$ cat src/rtl/lod_normalizer_pipe_if.sv
// Handshake/data bundle for lod_normalizer_pipe.
//   master : operand producer and result consumer (drives in_valid, num,
//            round_en and out_ready; observes in_ready and the result fields)
//   slave  : the normaliser itself
// Ports carried:
//   in_valid/in_ready   operand handshake
//   num, round_en       operand and per-transaction rounding mode
//   out_valid/out_ready result handshake
//   k, m1, zero, sat    exponent, fraction, zero flag, saturation flag
interface lod_normalizer_pipe_if #(
  parameter int NUM_WIDTH = 32,
  parameter int M1_WIDTH  = 8,
  parameter int K_WIDTH   = $clog2(NUM_WIDTH)
);
  logic                 in_valid;
  logic                 in_ready;
  logic [NUM_WIDTH-1:0] num;
  logic                 round_en;
  logic                 out_valid;
  logic                 out_ready;
  logic [K_WIDTH-1:0]   k;
  logic [M1_WIDTH-1:0]  m1;
  logic                 zero;
  logic                 sat;

  modport master (
    output in_valid, num, round_en, out_ready,
    input  in_ready, out_valid, k, m1, zero, sat
  );

  modport slave (
    input  in_valid, num, round_en, out_ready,
    output in_ready, out_valid, k, m1, zero, sat
  );
endinterface

$ cat src/rtl/lod_normalizer_pipe.sv
// Two-stage leading-one detector / normaliser.
//   Stage 1: registers num, round_en, k = floor(log2(num)) and zero flag.
//   Stage 2: barrel-shifts num so the leading one lands in the MSB, takes the
//            M1_WIDTH bits below it as the fraction, optionally rounds half-up
//            (carrying into k, saturating at k = NUM_WIDTH-1), and registers
//            the result.
// Ports:
//   clk    rising-edge clock
//   rst_n  asynchronous active-low reset (deassertion pre-synchronised)
//   bus    lod_normalizer_pipe_if.slave: in_valid/in_ready, num, round_en,
//          out_valid/out_ready, k, m1, zero, sat
// NUM_WIDTH must be >= 4 and M1_WIDTH in [1, NUM_WIDTH-1].
module lod_normalizer_pipe #(
  parameter  int NUM_WIDTH = 32,
  parameter  int M1_WIDTH  = 8,
  localparam int K_WIDTH   = $clog2(NUM_WIDTH)
) (
  input logic                   clk,
  input logic                   rst_n,
  lod_normalizer_pipe_if.slave  bus
);

  localparam logic [K_WIDTH-1:0] KMAX = K_WIDTH'(NUM_WIDTH-1);

  // vld_pipe_q[1] = stage-1 holds data, vld_pipe_q[2] = out_valid
  logic [2:1]           vld_pipe_q, vld_pipe_d;
  logic [NUM_WIDTH-1:0] num1_q, num1_d;
  logic                 rnd1_q, rnd1_d;
  logic [K_WIDTH-1:0]   k1_q, k1_d;
  logic                 zero1_q, zero1_d;
  logic [K_WIDTH-1:0]   k_q, k_d;
  logic [M1_WIDTH-1:0]  m1_q, m1_d;
  logic                 zero_q, zero_d;
  logic                 sat_q, sat_d;

  // Elastic flow control: each stage moves when its successor is free or
  // draining in the same cycle, so accept and drain together keep 1/cycle.
  logic s2_adv, s1_adv;
  assign s2_adv       = ~vld_pipe_q[2] | bus.out_ready;
  assign s1_adv       = ~vld_pipe_q[1] | s2_adv;
  assign bus.in_ready = s1_adv;

  // ---------------- stage 1: leading-one detect ----------------
  logic [K_WIDTH-1:0] lod_k;
  logic               lod_zero;

  always_comb begin
    lod_k = '0;
    // ascending scan: the last hit is the highest set bit
    for (int i = 0; i < NUM_WIDTH; i++)
      if (bus.num[i]) lod_k = K_WIDTH'(i);
  end
  assign lod_zero = ~|bus.num;

  // ---------------- stage 2: normalise and round ----------------
  logic [K_WIDTH-1:0]              sh;
  logic [K_WIDTH:0][NUM_WIDTH-1:0] bar;
  logic [NUM_WIDTH-1:0]            s;
  logic [M1_WIDTH-1:0]             t;
  logic                            rbit;

  // k <= NUM_WIDTH-1, so the shift distance never goes negative
  assign sh     = KMAX - k1_q;
  assign bar[0] = num1_q;

  // log2-stage barrel: stage g shifts by 2**g when bit g of the distance is set
  for (genvar g = 0; g < K_WIDTH; g++) begin : g_bar
    assign bar[g+1] = sh[g] ? (bar[g] << (2**g)) : bar[g];
  end
  assign s = bar[K_WIDTH];
  assign t = s[NUM_WIDTH-2 -: M1_WIDTH];

  // the round bit exists only if a bit remains below the fraction field
  if (M1_WIDTH <= NUM_WIDTH-2) begin : g_rbit
    assign rbit = s[NUM_WIDTH-2-M1_WIDTH];
  end else begin : g_nor
    assign rbit = 1'b0;
  end

  // the MSB and the bits below the round bit are intentionally dropped
  logic [NUM_WIDTH-1:0] unused_s;
  assign unused_s = s;

  logic [K_WIDTH-1:0]  k_res;
  logic [M1_WIDTH-1:0] m1_res;
  logic                sat_res;

  always_comb begin
    k_res   = k1_q;
    m1_res  = t;
    sat_res = 1'b0;
    if (zero1_q) begin
      k_res  = '0;
      m1_res = '0;
    end else if (rnd1_q && rbit) begin
      if (&t) begin
        // fraction wraps: mantissa becomes 1.0 of the next power of two
        if (k1_q == KMAX) begin
          m1_res  = '1;
          sat_res = 1'b1;
        end else begin
          k_res  = k1_q + K_WIDTH'(1);
          m1_res = '0;
        end
      end else begin
        m1_res = t + M1_WIDTH'(1);
      end
    end
  end

  // ---------------- next-state ----------------
  always_comb begin
    vld_pipe_d = vld_pipe_q;
    num1_d     = num1_q;
    rnd1_d     = rnd1_q;
    k1_d       = k1_q;
    zero1_d    = zero1_q;
    k_d        = k_q;
    m1_d       = m1_q;
    zero_d     = zero_q;
    sat_d      = sat_q;
    if (s1_adv) begin
      vld_pipe_d[1] = bus.in_valid;
      if (bus.in_valid) begin
        num1_d  = bus.num;
        rnd1_d  = bus.round_en;
        k1_d    = lod_k;
        zero1_d = lod_zero;
      end
    end
    if (s2_adv) begin
      vld_pipe_d[2] = vld_pipe_q[1];
      // bubbles leave the result registers untouched
      if (vld_pipe_q[1]) begin
        k_d    = k_res;
        m1_d   = m1_res;
        zero_d = zero1_q;
        sat_d  = sat_res;
      end
    end
  end

  always_ff @(posedge clk or negedge rst_n) begin
    if (!rst_n) begin
      vld_pipe_q <= '0;
      num1_q     <= '0;
      rnd1_q     <= 1'b0;
      k1_q       <= '0;
      zero1_q    <= 1'b0;
      k_q        <= '0;
      m1_q       <= '0;
      zero_q     <= 1'b0;
      sat_q      <= 1'b0;
    end else begin
      vld_pipe_q <= vld_pipe_d;
      num1_q     <= num1_d;
      rnd1_q     <= rnd1_d;
      k1_q       <= k1_d;
      zero1_q    <= zero1_d;
      k_q        <= k_d;
      m1_q       <= m1_d;
      zero_q     <= zero_d;
      sat_q      <= sat_d;
    end
  end

  assign bus.out_valid = vld_pipe_q[2];
  assign bus.k         = k_q;
  assign bus.m1        = m1_q;
  assign bus.zero      = zero_q;
  assign bus.sat       = sat_q;

endmodule
$ cat src/flat_wrapper.sv
// flat-port wrapper written by rule: the top's interface ports become plain ports
module lod_normalizer_pipe_flat 
#(
  parameter  int NUM_WIDTH = 32,
  parameter  int M1_WIDTH  = 8,
  localparam int K_WIDTH   = $clog2(NUM_WIDTH)
)
  (clk, rst_n, bus_in_valid, bus_num, bus_round_en, bus_out_ready, bus_in_ready, bus_out_valid, bus_k, bus_m1, bus_zero, bus_sat);
  lod_normalizer_pipe_if #(.NUM_WIDTH(NUM_WIDTH), .M1_WIDTH(M1_WIDTH)) bus_i ();
  input logic clk;
  input logic rst_n;
  input wire logic [$bits(bus_i.in_valid)-1:0] bus_in_valid;
  input wire logic [$bits(bus_i.num)-1:0] bus_num;
  input wire logic [$bits(bus_i.round_en)-1:0] bus_round_en;
  input wire logic [$bits(bus_i.out_ready)-1:0] bus_out_ready;
  output wire logic [$bits(bus_i.in_ready)-1:0] bus_in_ready;
  output wire logic [$bits(bus_i.out_valid)-1:0] bus_out_valid;
  output wire logic [$bits(bus_i.k)-1:0] bus_k;
  output wire logic [$bits(bus_i.m1)-1:0] bus_m1;
  output wire logic [$bits(bus_i.zero)-1:0] bus_zero;
  output wire logic [$bits(bus_i.sat)-1:0] bus_sat;
  assign bus_i.in_valid = bus_in_valid;
  assign bus_i.num = bus_num;
  assign bus_i.round_en = bus_round_en;
  assign bus_i.out_ready = bus_out_ready;
  assign bus_in_ready = bus_i.in_ready;
  assign bus_out_valid = bus_i.out_valid;
  assign bus_k = bus_i.k;
  assign bus_m1 = bus_i.m1;
  assign bus_zero = bus_i.zero;
  assign bus_sat = bus_i.sat;
  lod_normalizer_pipe #(.NUM_WIDTH(NUM_WIDTH), .M1_WIDTH(M1_WIDTH)) u_core (.clk(clk), .rst_n(rst_n), .bus(bus_i));
endmodule
$ cat config.mk
export PLATFORM = sky130hd
export DESIGN_NAME = lod_normalizer_pipe_flat
export DESIGN_NICKNAME = d
export VERILOG_FILES = /design/src/rtl/lod_normalizer_pipe_if.sv /design/src/rtl/lod_normalizer_pipe.sv /design/src/flat_wrapper.sv
export SDC_FILE = /design/constraint.sdc
export NUM_CORES = 1
export LEC_CHECK = 0
export CAP_MARGIN = 20
export CORE_MARGIN = 4
export CORE_UTILIZATION = 30
export DETAILED_ROUTE_END_ITERATION = 7
export MAX_ROUTING_LAYER = met4
export PLACE_DENSITY = 0.49
export SETUP_SLACK_MARGIN = 0.1
export SYNTH_ARGS = -nofsm -noshare
export SYNTH_HDL_FRONTEND = slang
export SYNTH_SLANG_ARGS = --single-unit
$ cat constraint.sdc
create_clock -name clk -period 9.3 [get_ports clk]
set_input_delay 0.93 -clock clk [delete_from_list [all_inputs] [get_ports clk]]
set_output_delay 0.93 -clock clk [all_outputs]
set_load 0.03 [all_outputs]
==> results by group, run 1 <==
Setup path
  – Nature of the critical path startpoint: flip-flop
  – Arrival time at the worst endpoint: 4.03 ns
  – CP max FO: 52
  – R2R Path End: u_core.bus.m1[3]$_DFFE_PN0P_
  – Setup Crit Path Kind: flip-flop to flip-flop
  – Crit path capture type: flip-flop
  – Critical path startpoint: u_core.k1_q[1]$_DFFE_PN0P_
  – Crit path required time: 9.49 ns
  – Worst reg2reg path depth: 11
  – Flop2flop setup slack: between 5 and 6 ns
  – FF-to-FF Start: u_core.k1_q[1]$_DFFE_PN0P_

STA
  – Final setup violation count: 0
  – RSZ-0062 raised after global routing: no
  – PnR worst setup slack: 5.46 ns
  – Min Tclk post-route: 3.84 ns
  – Least-Margin Pin Slew: 0.866 ns
  – Crit share post-route: about two fifths
  – Fin. max-slew vios: 0
  – Fin Setup TNS: 0 ns
  – Max Fclk: around 260 MHz
  – Fin. Hold Viols: 0
  – Skew final: 0.00866 ns
  – Slew Limit Headroom: slightly above 40%

Synthesis
  – Sequential-to-total area share from yosys stat: 30.1%
  – Synthesized cell area: 4570 µm²
  – EDFF count, synth: 0
  – Top-area cell type share of the netlist area: 30.1%
  – Flip-flop and latch count after synthesis: 55
  – Main synth FF type: dfrtp_1
  – Cells after Synth: a little under 500
  – Netlist cell types: 76
  – Syn Area/Cell: 9.45 µm²
  – Synth top area cells: dfrtp_1 30%, nand2_1 9.9%, mux4_2 8.4%
  – Post-synth ARST share: 100%
  – Syn_nets: 522
  – Ys Warns: 0
  – Cell taking the most area after synthesis: dfrtp_1

Global routing
  – Initial antenna violation count: 0
  – Most Used Layer, Global Route: met2
  – First-pass GRT wire length: roughly 21000 µm
  – GRT met1 Usage: 21.9%
  – M3 GR Usage: around 2.5%
  – Total congestion overflow: 0
  – Largest net degree at the start of global routing: 56
  – Met2 usage: 22.1%
  – Vias in the first global route: 3953
  – Total GRT Usage: 15.4%

Hold path
  – Hold Path Class: flip-flop to flip-flop
  – WHS Endpoint: u_core.bus.sat$_DFFE_PN0P_
  – HP Start: u_core.bus.sat$_DFFE_PN0P_
  – Worst hold path depth: 2

Clock tree
  – CTS tree: yes
  – CTS Hold Bufs: 0
  – Clock Sinks: 55
  – Clock Latency Late Sink: 0.31 ns
  – CTS Buf Count: 5
  – H-tree depth: 2
  – Worst-path clk slew: around 0.08 ns
  – Setup bufs post-CTS: 0
  – Clock Tree Root: clkbuf_16
  – Worst-case clock buffer depth: 2
  – # resized after CTS: 0

Layout
  – Final nets: 557
  – Final design utilization: between 30% and 40%
  – Layout Area Growth over Synthesis: 15.0%
  – Finished Cell Area: 5250 µm²
  – Ant. Diodes: 0
  – Share of cells above drive strength 1: 13.5%

Drt
  – Final ANT Viol Nets: 0
  – Post-DR vias/cell: between 5 and 6
  – Iter 0 DRT Violations: 253
  – DRC viols: 0
  – Vias post-DR: 3869
  – Wirelength per Cell: ~18 µm
  – 1st-pass router iterations: 4
  – Final WL: 12900 µm

Floorplan
  – IO Pins: 54
  – Core Area: 14700 µm²
  – Horiz. Die Dim: 131 µm
  – Die height: 131 µm
  – Row count: 44
  – Starting Density: 31.1%
  – Total Die Area: 17300 µm²

Power
  – Internal power: 0.550 mW
  – Comb pwr share: 41.1%
  – Final total power: 0.875 mW
  – Flop pwr share: 36.5%
  – Clock power share: around 22%
  – Sw power: 0.326 mW
  – P_leak: 2.26 nW
  – Pwr/cell area: between 150 and 200 nW/µm²
  – Peak supply drop: 79.8 µV
  – Net Sw Frac: 37.2%

Placement
  – Post-DP HPWL: 9580 µm
  – Pre-CTS setup slack: 5.52 ns
  – IO buf count: 53
  – Placed Area: 5100 µm²
  – Gp weighted congestion: 0.857

Run
  – Max Cap Viol: 0

Run status
  – Status: finished clean
worst max path at each step:
stage / endpoint / slack (ns) / cells after the start
global route: u_core.bus.m1[3]$_DFFE_PN0P_ / 5.10 / 11
finish: u_core.bus.m1[3]$_DFFE_PN0P_ / 5.46 / 11
global placement: u_core.bus.m1[3]$_DFFE_PN0P_ / 5.56 / 11
CTS: u_core.bus.m1[3]$_DFFE_PN0P_ / 5.50 / 11
detailed placement: u_core.bus.m1[3]$_DFFE_PN0P_ / 5.52 / 11
floorplan: u_core.bus.k[1]$_DFFE_PN0P_ / 5.95 / 14
sequential cells by signal, indices dropped and copies added, names as in the netlist:
signal	cells
u_core.k1_q	5
u_core.num1_q	31
u_core.rnd1_q	1
u_core.zero1_q	1
u_core.bus.k	5
u_core.vld_pipe_q	2
u_core.bus.sat	1
u_core.bus.zero	1
u_core.bus.m1	8
power by group through the flow:
stage | logic [mW] | clock network [mW] | registers [mW]
5_1_grt | 0.391 | 0.213 | 0.325
2_1_floorplan | 0.235 | 0 | 0.338
3_3_place_gp | 0.360 | 0 | 0.322
6_report | 0.360 | 0.197 | 0.319
4_1_cts | 0.362 | 0.204 | 0.319
3_5_place_dp | 0.360 | 0 | 0.324
synth_stat cells, types with 5 or more instances:
cell        n
a21oi_1    11
a32o_1      6
and3_1      6
buf_2       8
clkbuf_1   10
clkbuf_8    5
dfrtp_1    55
inv_1       9
mux2_2     16
mux2i_1    12
mux4_1     13
mux4_2     17
nand2_1   120
nand2b_1    7
nand3b_1    6
nand4_1     5
nor2_1     39
nor2b_1     8
nor3_1      8
nor4_1      7
o21ai_0    18
o31ai_1     5
cells by family (layout without fill, tap and decap cells):
kind of cell,count (synthesis),count (layout),synth area share (%)
compound gates,89,89,15.2
xor+xnor,1,1,0.192
fa+ha+maj,2,2,0.548
buf+inv,41,77,6.69
flops,55,55,30.1
mux,60,60,23.1
simple gates,235,235,24.2
routing by layer:
metal / up-vias / wire (µm)
li1: 1862 / -
met1: 1870 / 6290
met2: 113 / 5670
met3: 24 / 523
met4: 0 / 371
met5: - / 0
cells in the final DEF (no fill, tap or decap), types with 9 or more instances in the layout:
master / n
mux4_2: 17
dfrtp_1: 54
clkdlybuf4s50_1: 52
mux2i_1: 12
nor2_1: 39
mux2_2: 16
mux4_1: 13
inv_1: 9
a21oi_1: 11
nand2_1: 120
o21ai_0: 18
per-stage QoR:
stage | hold WS (ns) | std cells
floorplan | 0.440 | 483
global placement | 0.464 | 695
detailed placement | 0.475 | 695
CTS | 0.494 | 703
global route | 0.510 | 703
finish | 0.490 | 703
cell type report:
class                           count  area (µm²)
Timing Repair Buffer               60         578
Tap cell                          184         230
Fill cell                        1481        9450
Sequential cell                    55        1380
Clock inverter                      2        16.3
Inverter                            9        33.8
Multi-Input combinational cell    387        2880
Clock buffer                        6         129
worst max-delay path, stage by stage, from the launching register on:
cell      delay, ns
dfrtp_2        0.34
buf_4          0.59
mux4_1         0.68
and3_1         0.20
o21ai_0        0.14
nand4_1        0.20
ha_1           0.30
and4bb_2       0.24
o21bai_1       0.32
nor2_1         0.13
or3_1          0.32
a32o_1         0.26
(Power assumes the default switching activity.)
==> run 2: changes to the inputs <==
==> constraint.sdc (replaced) <==
create_clock -name clk -period 3.7 [get_ports clk]
set_input_delay 0.37 -clock clk [delete_from_list [all_inputs] [get_ports clk]]
set_output_delay 0.37 -clock clk [all_outputs]
set_load 0.03 [all_outputs]
==> run 2 against run 1 <==
Against the previous run: register-to-register slack worse by 5.2 ns; critical path type unchanged; count of clock-buffer cells in the layout shrank 1; clock skew is 0.00054 ns lower; cell count grew 3.6%; global-route usage is 0.64 points higher; sequential share of layout area shrank 1.0 points; routed wire length grew 3.2%.
==> results by group, run 2 (same netlist as run 1, synthesis figures left out) <==
Run status
  – Status: finished clean

Layout
  – Final std cells w/o fill: 728
  – Max reg flops: 31
  – Share of cells above drive strength 1: 18.4%
  – Layout Area Growth over Synthesis: 19.8%
  – Commonest non-fill, non-tap cell in the layout: nand2_1
  – Ant. Diodes: 0
  – Final nets: 582
  – Final design utilization: 37.2%
  – Most flops, register: u_core.num1_q
  – Most frequent cells in the layout: 120 x nand2_1, 52 x clkdlybuf4s50_1, 51 x dfrtp_1, 39 x nor2_1, 32 x buf_4

STA
  – RSZ-0062 raised after global routing: no
  – Final setup violation count: 0
  – Skew final: 0.00812 ns
  – Slew Limit Headroom: 56.1%
  – Crit share post-route: 91.5%
  – Hold_ws: 0.0880 ns
  – Least-Margin Pin Slew: around 0.66 ns
  – Min Tclk post-route: 3.39 ns
  – Max Fclk: 295 MHz
  – Fin Setup TNS: 0 ns
  – Fin. Hold Viols: 0
  – Fin. max-slew vios: 0

Floorplan
  – IO Pins: 54
  – Row count: 44
  – Total Die Area: 17300 µm²
  – Horiz. Die Dim: ~130 µm
  – Starting Density: 31.1%
  – Core Area: 14700 µm²
  – Die height: 131 µm

Clock tree
  – Clock Sinks: 55
  – Worst-case clock buffer depth: 2
  – Clock Latency Late Sink: 0.31 ns
  – CTS Buf Count: 5
  – Clock Tree Root: clkbuf_16
  – CTS tree: yes
  – H-tree depth: 2
  – Worst-path clk slew: 0.07 ns
  – CTS Hold Bufs: 0

Global routing
  – Total GRT Usage: 16.0%
  – Largest net degree at the start of global routing: 38
  – Initial antenna violation count: 0
  – Total congestion overflow: 0
  – Vias in the first global route: 3987
  – First-pass GRT wire length: 22100 µm

Power
  – Net Sw Frac: 35.7%
  – Clock power share: 23.9%
  – P_leak: 2.39 nW
  – Internal power: 1.49 mW
  – Final total power: 2.32 mW
  – Comb pwr share: 41.3%
  – Peak supply drop: 258 µV
  – Sw power: 0.829 mW
  – Pwr/cell area: about 420 nW/µm²
  – Flop pwr share: 34.8%

Setup path
  – Crit path required time: just under 4 ns
  – Nature of the critical path startpoint: flip-flop
  – CP max FO: 16
  – Crit path capture type: flip-flop
  – Setup Crit Path Kind: flip-flop to flip-flop
  – Arrival time at the worst endpoint: 3.58 ns

Placement
  – Placed cells: 716
  – Gp weighted congestion: between 0.8 and 0.9
  – Post-DP HPWL: ~10000 µm
  – IO buf count: between 50 and 60

Hold path
  – Hold Path Class: input port to asynchronous set/reset pin

Run
  – Max Cap Viol: 0

Drt
  – Final ANT Viol Nets: 0
  – Post-DR vias/cell: 5.47
  – DRC viols: 0
  – Vias post-DR: 3981
  – Iter 0 DRT Violations: 255
  – Final WL: 13300 µm
  – Wirelength per Cell: between 15 and 20 µm
  – 1st-pass router iterations: 5
-- run 2: area by class of cell --
type / instances / area (µm²)
tap: 184 / 230
timing repair buffer: 85 / 766
clock inverter: 3 / 47.5
fill: 1487 / 9230
inverter: 9 / 33.8
clock buffer: 5 / 125
sequential: 55 / 1380
multi-input combinational: 387 / 2890
-- run 2: power groups by stage --
stage / clock network (mW) / logic [mW] / registers (mW)
floorplan: 0 / 0.591 / 0.849
global placement: 0 / 0.947 / 0.818
detailed placement: 0 / 0.944 / 0.821
CTS: 0.570 / 0.950 / 0.810
global route: 0.595 / 1.04 / 0.824
finish: 0.554 / 0.959 / 0.807
-- run 2: worst paths after layout --
path	startpoint	end	slack [ns]	depth (start not counted)
worst max-delay path	u_core.k1_q[1]$_DFFE_PN0P_	u_core.bus.k[1]$_DFFE_PN0P_	0.31	11
worst min-delay path	rst_n	u_core.bus.m1[4]$_DFFE_PN0P_	0.09	1
worst max register to register	u_core.k1_q[1]$_DFFE_PN0P_	u_core.bus.k[1]$_DFFE_PN0P_	0.31	11
worst min register to register	u_core.bus.sat$_DFFE_PN0P_	u_core.bus.sat$_DFFE_PN0P_	0.49	2
max in group asynchronous	rst_n	u_core.k1_q[3]$_DFFE_PN0P_	2.77	2
min in group clk	u_core.bus.sat$_DFFE_PN0P_	u_core.bus.sat$_DFFE_PN0P_	0.49	2
-- run 2: timing repair --
item | 4_1_cts | 5_1_grt
setup endpoints to repair | 0 | 7
resized for setup | 0 | 4
setup buffers | 0 | 4
-- run 2: critical path, cell delays in order (launching register included) --
cell and delay [ns]:
dfrtp_2 0.51, buf_4 0.30, nor2b_1 0.20, a21oi_1 0.08, a211o_1 0.30, nand4_1 0.15, ha_1 0.25, o2111a_1 0.24
o21ai_0 0.15, or4b_4 0.58, mux2_4 0.31, a22o_1 0.20
-- run 2: metal layers --
layer	up-vias	global-route usage (%)	part of all wire, %
li1	1919	-	-
met1	1937	22.5	48
met2	108	24.3	46
met3	17	2.52	3.8
met4	0	4.14	1.7
met5	-	-	0
-- run 2: metrics by stage --
stage          setup WS, ns  area (µm²)
3_3_place_gp          0.245        5260
2_1_floorplan         0.345        4570
4_1_cts               0.144        5430
5_1_grt              0.0879        5470
3_5_place_dp          0.187        5260
6_report              0.313        5470
==> edit 1: new RTL, settings of run 1 <==
`k_q` no longer has a reset.
--- a/src/rtl/lod_normalizer_pipe.sv
+++ b/src/rtl/lod_normalizer_pipe.sv
@@ -148,5 +148,4 @@
       k1_q       <= '0;
       zero1_q    <= 1'b0;
-      k_q        <= '0;
       m1_q       <= '0;
       zero_q     <= 1'b0;
@@ -158,9 +157,12 @@
       k1_q       <= k1_d;
       zero1_q    <= zero1_d;
-      k_q        <= k_d;
       m1_q       <= m1_d;
       zero_q     <= zero_d;
       sat_q      <= sat_d;
     end
+  end
+
+  always_ff @(posedge clk) begin
+    k_q <= k_d;
   end
 
Function: differs if rst_n is asserted again (counterexample within 4 cycles, from zero or initial values and one cycle with rst_n low); with rst_n held inactive, the same outputs for 4 cycles.
==> edit 1 against run 1 <==
Cell area decreased by 1.8%; clock skew increased by 2.7 ps; wire length decreased by 6.3%; synthesized area decreased by 2.4%; fmax decreased by 5.9%; sequential cell count unchanged; setup slack got worse by 240 ps; critical endpoint is now u_core.bus.m1[5]; count of clock-buffer cells in the layout decreased by 1; critical path depth increased by 1; global-route usage decreased by 0.17 points; total power decreased by 2.0%.
==> edit 1: results (changes against run 1) <==
fraction of area in non-clock buffers=11.2% (+0.21 points); share of the synthesized area in compound gates (AO/OA/AOI/OAI)=12.9% (-2.3 points); sequential cell count=55 (unchanged); non-clock inverter count=16 (+7); aggregate routed wire length=12,000 um (-6.3%); Worst Path Arrival=4270 ps (+240 ps); critical path peak fanout=37 (-29%); met1 WL=5870 um (-6.7%); Synth Area in XOR/XNOR=0.197% (+0.0047 points); Non-CTS buffers=60 (unchanged); syn nets=492 (-5.7%); wire length of the first global-routing pass=19,800 um (-7.2%); static leakage=2.21 nW (-2.2%); area occupied by multi-input gates=2710 um^2 (-6.2%); final weighted congestion in routability-driven placement=0.890 (+3.8%); proportion of synthesized area in mux cells=26.6% (+3.5 points); end of the worst hold path=u_core.bus.m1[6]; share of cells above drive strength 1=11.4% (-2.1 points); later-pin clock latency in the skew report=310 ps (about the same); Hold Slack=483 ps (-7.26 ps); total iterations of the first detailed-routing run=6 (+2); # nets final=528 (-5.2%); Synth cell types=58 (-24%); most common library cells after synthesis=nand2_1 (114), dfrtp_1 (50), nor2_1 (27); overall fraction of global-route tracks in use=15.2% (-0.17 points); met2 routing resource usage after global routing=22.1% (about the same); cell types with the largest area share after synthesis=dfrtp_1 (28%), mux4_2 (13%), nand2_1 (9.6%), mux4_1 (8.3%), mux2i_1 (4.9%); post-detail-place hpwl=8740 um (-8.8%); routed vias=3,699 (-4.4%); multi-input combinational gate total=351 (-9.3%); proportion of register bits with asynchronous set or reset after synthesis=90.9% (-9.1 points); met2 routed WL=5380 um (-5.1%); worst supply voltage drop on vdd=0.0677 mV (-15%); Critical path origin=u_core.k1_q[1]; storage element area=1400 um^2 (+1.8%); number of DRC markers after the initial detailed-route iteration=297 (+17%); worst setup margin=5220 ps (-240 ps); number of synthesized flops with an enable pin=5 (+5); met3 wirelength from detailed routing=669 um (+28%); worst reg-to-reg path cell count=12 (+1); number of clock-tree buffers in the layout=5 (-1); CP peak stage delay=640 ps (-40 ps); cell count after synthesis=453 (-6.2%); outcome=completed; Post-Route Utilization=35.5% (-0.26 points); skew final=11.4 ps (+2.70 ps); placed cells=666 (-4.2%); portion of the post-synthesis area used by sequential elements=31.4% (+1.3 points); Final clock-cell share=3.40% (+0.63 points); Tightest Pin Transition=654 ps (-212 ps); met3 GRT Util=2.29% (-0.19 points); hold wc startpoint=u_core.bus.m1[6]
==> edit 1: changes by cell type in the layout (fill, tap and decap cells not counted), moves of 6 or more <==
cell     before  now
nor2_1       39   27
nand3_1       4   12
mux2_2       16    3
mux2i_1      12   22
a21oi_1      11   25
mux4_2       17   25
inv_1         9   15
nand2_1     120  114
==> edit 1: worst max-delay path: cells and delay by family (launching register included) <==
| family | cells | cell delay [ps] |
|---|---|---|
| flip-flops | 1 | 610 |
| buffers and inverters | 3 | 730 |
| adder cells (fa/ha/maj) | 1 | 230 |
| AO/OA/AOI/OAI | 3 | 830 |
| multiplexers | 1 | 640 |
| AND/OR/NAND/NOR | 4 | 880 |
==> edit 1: report_power, final <==
part	internal, mW	total, mW	switching, mW
clock network	0.130	0.229	0.0987
registers	0.275	0.321	0.0463
logic	0.151	0.308	0.157
total	0.556	0.858	0.302
==> edit 2: new RTL, flow settings as in run 1 <==
Without the edit above. `NUM_WIDTH` is set to 32 in 3 places; all go to 64.
--- a/src/rtl/lod_normalizer_pipe_if.sv
+++ b/src/rtl/lod_normalizer_pipe_if.sv
@@ -9,5 +9,5 @@
 //   k, m1, zero, sat    exponent, fraction, zero flag, saturation flag
 interface lod_normalizer_pipe_if #(
-  parameter int NUM_WIDTH = 32,
+  parameter int NUM_WIDTH = 64,
   parameter int M1_WIDTH  = 8,
   parameter int K_WIDTH   = $clog2(NUM_WIDTH)
--- a/src/rtl/lod_normalizer_pipe.sv
+++ b/src/rtl/lod_normalizer_pipe.sv
@@ -12,5 +12,5 @@
 // NUM_WIDTH must be >= 4 and M1_WIDTH in [1, NUM_WIDTH-1].
 module lod_normalizer_pipe #(
-  parameter  int NUM_WIDTH = 32,
+  parameter  int NUM_WIDTH = 64,
   parameter  int M1_WIDTH  = 8,
   localparam int K_WIDTH   = $clog2(NUM_WIDTH)
--- a/src/flat_wrapper.sv
+++ b/src/flat_wrapper.sv
@@ -2,5 +2,5 @@
 module lod_normalizer_pipe_flat 
 #(
-  parameter  int NUM_WIDTH = 32,
+  parameter  int NUM_WIDTH = 64,
   parameter  int M1_WIDTH  = 8,
   localparam int K_WIDTH   = $clog2(NUM_WIDTH)
Ports: changed (resized bus_k and bus_num); port bits go from 54 to 87. No check against the original RTL was run, so the function may have changed too.
==> edit 2 against run 1 <==
Setup slack got worse by 890 ps; die area rose by 60%; total power rose by 76%; cell area rose by 70%; critical path depth rose by 2; synthesized area rose by 65%; wire length rose by 86%; largest power group unchanged; sequential cell count rose by 34; fmax fell by 19%; highest routed layer unchanged.
==> edit 2: results (changes against run 1) <==
flip-flop count of the largest register, all copies and words added=63 (+100%); share of cells above drive strength 1=16.2% (+2.7 points); final weighted congestion in routability-driven placement=0.878 (+2.5%); aggregate routed wire length=23,900 um (+86%); outcome=completed; share of the synthesized area in compound gates (AO/OA/AOI/OAI)=13.6% (-1.6 points); most common library cells after synthesis=nand2_1 (214), dfrtp_1 (89), mux4_2 (79); reg2reg end=u_core.bus.k[4]; H-tree depth=3 (+1); Synth cell types=67 (-12%); worst reg-to-reg path cell count=13 (+2); later-pin clock latency in the skew report=360 ps (+50 ps); net load switching power=0.553 mW (+70%); placed cells=1,166 (+68%); routed vias=6,603 (+71%); overall fraction of global-route tracks in use=17.5% (+2.1 points); total iterations of the first detailed-routing run=5 (+1); total of fill cells in the finished design=2,580 (+74%); worst max-slew margin expressed relative to the limit=40.5% (-0.33 points); worst supply voltage drop on vdd=0.0734 mV (-8.1%); Hold Path Class=input pin to asynchronous set/reset pin; wire length of the first global-routing pass=37,800 um (+77%); Area growth, synth to finish=18.6%; Hold Slack=462 ps (-28.2 ps); cell count after synthesis=799 (+65%)
## edit 2: cell count changes after synthesis, sizes merged, moves of 11 or more
cell,delta
nand2,+93
mux4,+53
dfrtp,+34
o21ai,+25
nand3,+18
a22oi,+15
clkbuf,+11
nor2,+11
## edit 2: cell type report
class                      count  share of cell area, %
tap                          324                   4.54
multi-input combinational    639                   55.5
inverter                      19                  0.799
sequential                    89                   25.0
timing repair buffer          95                   10.4
clock inverter                 6                   1.09
clock buffer                  10                   2.68
## edit 2: routing by layer
metal	track usage, %	part of all wire [%]	vias up
li1	-	-	3103
met1	25.8	49	3293
met2	25.8	45	185
met3	2.50	5.1	22
met4	3.66	1.3	0
met5	-	0	-
## edit 2: how the worst max path moves through the flow
stage	endpoint	slack, ps	cells after the start
final	u_core.bus.k[4]	4570	13
after CTS	u_core.bus.k[4]	4590	13
after floorplan	u_core.bus.m1[0]	5770	15
after global placement	u_core.bus.m1[0]	4660	13
after global routing	u_core.bus.k[4]	4180	13
after detailed placement	u_core.bus.k[4]	4630	13
## edit 2: logic make-up (layout without fill, tap and decap cells)
logic type	after synthesis	in the layout
buffers and inverters	71	130
muxes	116	116
xor gates and xnor gates	1	1
adders and majority gates	2	2
AOI/OAI and AO/OA	149	149
and+or+nand+nor	371	371
DFF	89	89
## edit 2: critical path: cells and delay by family (launching register included)
family	cells	cell delay [ps]
AND/OR/NAND/NOR	5	890
buffers and inverters	2	770
adder cells (fa/ha/maj)	1	190
multiplexers	1	570
AO/OA/AOI/OAI	4	1180
flip-flops	1	1000
## edit 2: power groups by stage
stage,sequential [mW],combinational (mW),clock (mW)
floorplan,0.528,0.404,0
global placement,0.542,0.591,0
detailed placement,0.543,0.590,0
CTS,0.535,0.592,0.428
global route,0.548,0.637,0.444
finish,0.536,0.590,0.418
